File: config.mk
export PLATFORM = sky130hd
export DESIGN_NAME = oam_dma_ctrl_flat
export DESIGN_NICKNAME = d
export VERILOG_FILES = /design/src/rtl/oam_dma_if.sv /design/src/rtl/oam_dma_ctrl.sv /design/src/flat_wrapper.sv
export SDC_FILE = /design/constraint.sdc
export NUM_CORES = 1
export LEC_CHECK = 0
export ABC_CLOCK_PERIOD_IN_PS = 4430
export BUFFER_PORTS_ARGS = -buffer_cell sky130_fd_sc_hd__buf_4
export CAP_MARGIN = 10
export CORE_UTILIZATION = 34
export DETAILED_ROUTE_END_ITERATION = 8
export PLACE_DENSITY = 0.7
export SLEW_MARGIN = 30
export SYNTH_ARGS = -nofsm -noshare
export SYNTH_HDL_FRONTEND = slang
export SYNTH_SLANG_ARGS = --single-unit
File: constraint.sdc
create_clock -name clk_in -period 4.43 [get_ports clk_in]
set_clock_uncertainty 0.1 [all_clocks]
set_input_delay 0 -clock clk_in [delete_from_list [all_inputs] [get_ports clk_in]]
set_output_delay 0 -clock clk_in [all_outputs]
set_load 0.01 [all_outputs]
File: src/rtl/oam_dma_if.sv
// CPU-bus snoop inputs and DMA bus-master outputs of the sprite-DMA sequencer.
// master = the DMA block, slave = the top-level bus mux / test environment.
interface oam_dma_if;
    localparam int unsigned AW = 16;
    localparam int unsigned DW = 8;

    logic [AW-1:0] cpu_a_in;
    logic          cpu_r_nw_in;
    logic [DW-1:0] cpu_d_in;
    logic [DW-1:0] mem_d_in;
    logic          rdy_in;

    logic          active_out;
    logic          cpu_rdy_out;
    logic [AW-1:0] a_out;
    logic [DW-1:0] d_out;
    logic          r_nw_out;
    logic          done_out;
    logic [DW-1:0] dbg_data;

    modport master (
        input  cpu_a_in, cpu_r_nw_in, cpu_d_in, mem_d_in, rdy_in,
        output active_out, cpu_rdy_out, a_out, d_out, r_nw_out, done_out, dbg_data
    );

    modport slave (
        output cpu_a_in, cpu_r_nw_in, cpu_d_in, mem_d_in, rdy_in,
        input  active_out, cpu_rdy_out, a_out, d_out, r_nw_out, done_out, dbg_data
    );
endinterface

File: src/rtl/oam_dma_ctrl.sv
// Sprite-DMA sequencer: halts the CPU and copies XFER_LEN bytes from {page,idx} to OAMDATA.
// Optional macro OAM_DMA_ALIGN_EN inserts an ALIGN cycle when the transfer starts on an odd cycle.
module oam_dma_ctrl #(
    parameter logic [15:0] TRIG_ADDR = 16'h4014,
    parameter logic [15:0] DST_ADDR  = 16'h2004,
    parameter int unsigned XFER_LEN  = 256
) (
    input  logic      clk_in,
    input  logic      rst_in,
    oam_dma_if.master bus
);
    localparam int unsigned IDX_W = 8;
    localparam int unsigned DW    = 8;
    localparam logic [IDX_W-1:0] LAST_IDX = IDX_W'(XFER_LEN - 1);

    typedef enum logic [2:0] {
        IDLE,
        HALT,
        ALIGN,
        READ,
        WRITE
    } state_t;

    state_t           state;
    state_t           state_nxt;
    logic [DW-1:0]    page;
    logic [DW-1:0]    page_nxt;
    logic [IDX_W-1:0] idx;
    logic [IDX_W-1:0] idx_nxt;
    logic             done_q;
    logic             done_nxt;
    logic [DW-1:0]    data_q;
    logic             trig_c;

    assign trig_c = (bus.cpu_a_in == TRIG_ADDR) && !bus.cpu_r_nw_in;

`ifdef OAM_DMA_ALIGN_EN
    // Free-running get/put phase; even = 0 out of reset.
    logic parity;

    always_ff @(posedge clk_in) begin
        if (rst_in) parity <= 1'b0;
        else        parity <= ~parity;
    end
`endif

    // State and datapath registers; reset wins over a simultaneous trigger.
    always_ff @(posedge clk_in) begin
        if (rst_in) begin
            state  <= IDLE;
            page   <= '0;
            idx    <= '0;
            done_q <= 1'b0;
            data_q <= '0;
        end else begin
            state  <= state_nxt;
            page   <= page_nxt;
            idx    <= idx_nxt;
            done_q <= done_nxt;
            if (state == WRITE) data_q <= bus.mem_d_in;
        end
    end

    // Next-state and bus outputs decoded from the current state.
    always_comb begin
        state_nxt       = state;
        page_nxt        = page;
        idx_nxt         = idx;
        done_nxt        = 1'b0;
        bus.active_out  = 1'b0;
        bus.cpu_rdy_out = 1'b1;
        bus.a_out       = '0;
        bus.d_out       = '0;
        bus.r_nw_out    = 1'b1;

        case (state)
            IDLE: begin
                if (trig_c) begin
                    page_nxt  = bus.cpu_d_in;
                    idx_nxt   = '0;
                    state_nxt = HALT;
                end
            end
            HALT: begin
                bus.active_out  = 1'b1;
                bus.cpu_rdy_out = 1'b0;
                bus.a_out       = bus.cpu_a_in;
                state_nxt       = READ;
`ifdef OAM_DMA_ALIGN_EN
                if (parity) state_nxt = ALIGN;
`endif
            end
            ALIGN: begin
                bus.active_out  = 1'b1;
                bus.cpu_rdy_out = 1'b0;
                bus.a_out       = bus.cpu_a_in;
                state_nxt       = READ;
            end
            READ: begin
                bus.active_out  = 1'b1;
                bus.cpu_rdy_out = 1'b0;
                bus.a_out       = {page, idx};
                if (bus.rdy_in) state_nxt = WRITE;
            end
            WRITE: begin
                // Synchronous read data arrives now, so it is forwarded straight to the bus.
                bus.active_out  = 1'b1;
                bus.cpu_rdy_out = 1'b0;
                bus.a_out       = DST_ADDR;
                bus.r_nw_out    = 1'b0;
                bus.d_out       = bus.mem_d_in;
                if (idx == LAST_IDX) begin
                    state_nxt = IDLE;
                    done_nxt  = 1'b1;
                end else begin
                    idx_nxt   = idx + IDX_W'(1);
                    state_nxt = READ;
                end
            end
            default: state_nxt = IDLE;
        endcase
    end

    assign bus.done_out = done_q;
    assign bus.dbg_data = data_q;
endmodule

File: src/flat_wrapper.sv
// flat-port wrapper written by rule: the top's interface ports become plain ports
module oam_dma_ctrl_flat 
#(
    parameter logic [15:0] TRIG_ADDR = 16'h4014,
    parameter logic [15:0] DST_ADDR  = 16'h2004,
    parameter int unsigned XFER_LEN  = 256
)
  (clk_in, rst_in, bus_cpu_a_in, bus_cpu_r_nw_in, bus_cpu_d_in, bus_mem_d_in, bus_rdy_in, bus_active_out, bus_cpu_rdy_out, bus_a_out, bus_d_out, bus_r_nw_out, bus_done_out, bus_dbg_data);
  oam_dma_if bus_i ();
  input  logic clk_in;
  input  logic rst_in;
  input wire logic [$bits(bus_i.cpu_a_in)-1:0] bus_cpu_a_in;
  input wire logic [$bits(bus_i.cpu_r_nw_in)-1:0] bus_cpu_r_nw_in;
  input wire logic [$bits(bus_i.cpu_d_in)-1:0] bus_cpu_d_in;
  input wire logic [$bits(bus_i.mem_d_in)-1:0] bus_mem_d_in;
  input wire logic [$bits(bus_i.rdy_in)-1:0] bus_rdy_in;
  output wire logic [$bits(bus_i.active_out)-1:0] bus_active_out;
  output wire logic [$bits(bus_i.cpu_rdy_out)-1:0] bus_cpu_rdy_out;
  output wire logic [$bits(bus_i.a_out)-1:0] bus_a_out;
  output wire logic [$bits(bus_i.d_out)-1:0] bus_d_out;
  output wire logic [$bits(bus_i.r_nw_out)-1:0] bus_r_nw_out;
  output wire logic [$bits(bus_i.done_out)-1:0] bus_done_out;
  output wire logic [$bits(bus_i.dbg_data)-1:0] bus_dbg_data;
  assign bus_i.cpu_a_in = bus_cpu_a_in;
  assign bus_i.cpu_r_nw_in = bus_cpu_r_nw_in;
  assign bus_i.cpu_d_in = bus_cpu_d_in;
  assign bus_i.mem_d_in = bus_mem_d_in;
  assign bus_i.rdy_in = bus_rdy_in;
  assign bus_active_out = bus_i.active_out;
  assign bus_cpu_rdy_out = bus_i.cpu_rdy_out;
  assign bus_a_out = bus_i.a_out;
  assign bus_d_out = bus_i.d_out;
  assign bus_r_nw_out = bus_i.r_nw_out;
  assign bus_done_out = bus_i.done_out;
  assign bus_dbg_data = bus_i.dbg_data;
  oam_dma_ctrl #(.TRIG_ADDR(TRIG_ADDR), .DST_ADDR(DST_ADDR), .XFER_LEN(XFER_LEN)) u_core (.clk_in(clk_in), .rst_in(rst_in), .bus(bus_i));
endmodule
==> impl_metrics.ini <==
[layout]
nets = 332
nFillCells = 479
antennaDiodeCount = 0
final_core_util = 0.529
stdcell_count = 361
drive_gt1_frac = 0.327
syn2layout_area_growth_pct = 49.3

[routing]
avgViaCountPerCell = 5.29
avgRoutedWirePerCell_microns = 13.7
vias = 1910
dr.pass1.iters = 5
routed_wl_microns = 4940
drc = 0
drtIter0Drc = 137
detail-route-antenna-nets = 0

[synth]
synth_area_sq_mm = 0.00168
syn_inst = 214
synth-seq-area-share = 0.333
syn-num-nets = 251
synth-edff-count = 0
synth_flop_cell = dfxtp_1
avgSynthCellArea_sq_um = 7.87
async_flop_share = 0
ys_types = 37
ys_top_cells_by_area = dfxtp_1, mux2_2, a22oi_1
synth_seq_cells = 28
synth_top_area_frac = 0.333
yosysTopAreaCell = dfxtp_1
yosysWarnings = 0

[sta]
tightest_slew_ns = 0.880
setup-tns-final_ns = 0
fmax_mhz = 353
fin_crit_ns = 2.84
max_slew_margin = 0.413
fin_crit_sh = 0.640
drv_slew = 0
finalSetupViolCount = 0
setup_ws_ns = 1.59
rsz0062_at_grt = no
holdWs_ns = 0.0305
hold_viol = 0

[global_route]
grt_pass1_vias = 1812
grt_usage = 0.189
overflow = 0
grt_first_pass_wirelength_microns = 8050
grt_max_degree = 29
antenna_found_initial = 0

[clock_network]
clk_pin_slew_worst_paths_ns = 0.10
htree_num_levels = 1
cts-resized-gates = 0
root_buffer = clkbuf_8
cts_setup_buffers = 0
cts_tree = yes
clock_sinks = 28
cts_buffers = 3
clk_latency_ns = 0.27
cts.path.max_buffers = 2
holdBufCountCts = 21

[setup_path]
r2r_setup_slack_ns = 1.59
cp_max_fo = 22
crit_arrival_ns = 2.91
reg2regPathDepth = 5
cp-start-kind = register
reg2reg_from = u_core.state[2]
path_class = reg2reg
r2r-end = u_core.bus.dbg_data[1]
endpoint_kind = register
required_ns = 4.50

[hold_path]
hold_depth = 4
hold_class = in2reg
hold_end = u_core.page[3]
hold_path_startpoint = bus_cpu_a_in[7]

[placement]
dp_cells = 336
hpwlAfterDp_microns = 3420
gp_congestion = 0.804
port_buffers = 71
dp_slack_ns = 1.72

[die]
fp.dieArea_sq_mm = 0.00524
core_sq_mm = 0.00475
dieWidth_microns = 72.4
initial_core_util = 0.354
rows = 25
ios = 72
die_h_microns = 72.4

[status]
status = complete, no violations

[power_and_ir_drop]
power.density_mw_per_mm2 = 201
vdd_drop_max_v = 0.000161
leakage_uw = 0.00105

[run]
max_cap_violations = 0
-- cells in the final DEF (no fill, tap or decap), types with 4 or more instances in the layout --
cell type	Yosys	routed
a31oi_1	4	4
buf_4	1	72
o21ai_0	11	11
nand2_1	23	23
dfxtp_1	28	28
a21oi_1	19	19
inv_1	9	9
a22oi_1	16	16
o211ai_1	8	8
nor2_1	18	18
mux2_2	16	16
dlygate4sd3_1	0	21
nand3_1	4	4
nand4_1	11	11
-- synthesized netlist by cell type (2+ instances only) --
cell type,instances
inv_1,9
a22oi_1,16
and4_1,2
a31oi_1,4
nor3_1,3
buf_1,2
nand4_1,11
nor2_1,18
nand2_1,23
nor4b_1,3
clkbuf_1,11
nand3b_1,2
or3_1,2
a21oi_1,19
mux2_2,16
nand2b_1,2
buf_2,2
o21ai_0,11
nand3_1,4
a221oi_1,2
o211ai_1,8
dfxtp_1,28
xnor2_1,2
-- state kept, by name (all words and copies together), names as in the netlist --
signal               count
u_core.bus.dbg_data      8
u_core.bus.done_out      1
u_core.idx               8
u_core.state             3
u_core.page              8
-- kinds of logic after synthesis --
group | share of synthesized area
multiplexers | 0.107
XOR/XNOR | 0.0156
buffers and inverters | 0.0684
adder cells (fa/ha/maj) | 0.00743
AO/OA/AOI/OAI | 0.233
AND/OR/NAND/NOR | 0.236
flip-flops | 0.333
-- metal layers --
metal,track usage,up-vias,wire (microns)
li1,-,944,-
met1,0.243,896,2090
met2,0.330,64,2530
met3,0.0319,6,267
met4,0.0436,0,45
met5,0,-,0
-- worst max-delay path by stage --
stage / depth (start not counted) / slack (ns) / from / end
global route: 5 / 1.35 / u_core.state[2] / u_core.bus.dbg_data[0]
global placement: 4 / 1.81 / u_core.state[2] / u_core.idx[6]
detailed placement: 4 / 1.72 / u_core.state[2] / u_core.idx[6]
finish: 5 / 1.59 / u_core.state[2] / u_core.bus.dbg_data[1]
floorplan: 5 / 2.76 / u_core.state[1] / u_core.idx[6]
CTS: 5 / 1.61 / u_core.state[2] / u_core.bus.dbg_data[0]
-- power breakdown --
group	leakage [uW]	internal (uW)	switching (uW)	total, uW
logic	0.000791	36.8	20.4	57.2
clock network	0.0000357	121	77.1	198
registers	0.000225	251	0.00117	251
total	0.00105	409	97.5	507
-- per-stage QoR --
stage	total power, uW	instance area [sq um]
after CTS	510	2510
after detailed placement	301	2230
final	507	2510
after global routing	524	2510
after floorplan	271	1680
after global placement	301	2230
-- worst max-delay path: stages, from the launching register on --
cell and delay (ns):
dfxtp_1 0.82, nor3b_4 0.73, inv_2 0.29, nand2_1 0.13, a21oi_1 0.07, dlygate4sd3_1 0.58
-- cell type report --
cell class,instances,area [sq um],area share
Clock inverter,1,30.0,0.0119
Tap cell,67,83.8,0.0333
Sequential cell,28,561,0.223
Inverter,10,37.5,0.0149
Clock buffer,3,41.3,0.0164
Multi-Input combinational cell,159,1010,0.402
Timing Repair Buffer,93,751,0.299
(Power assumes the default switching activity.)
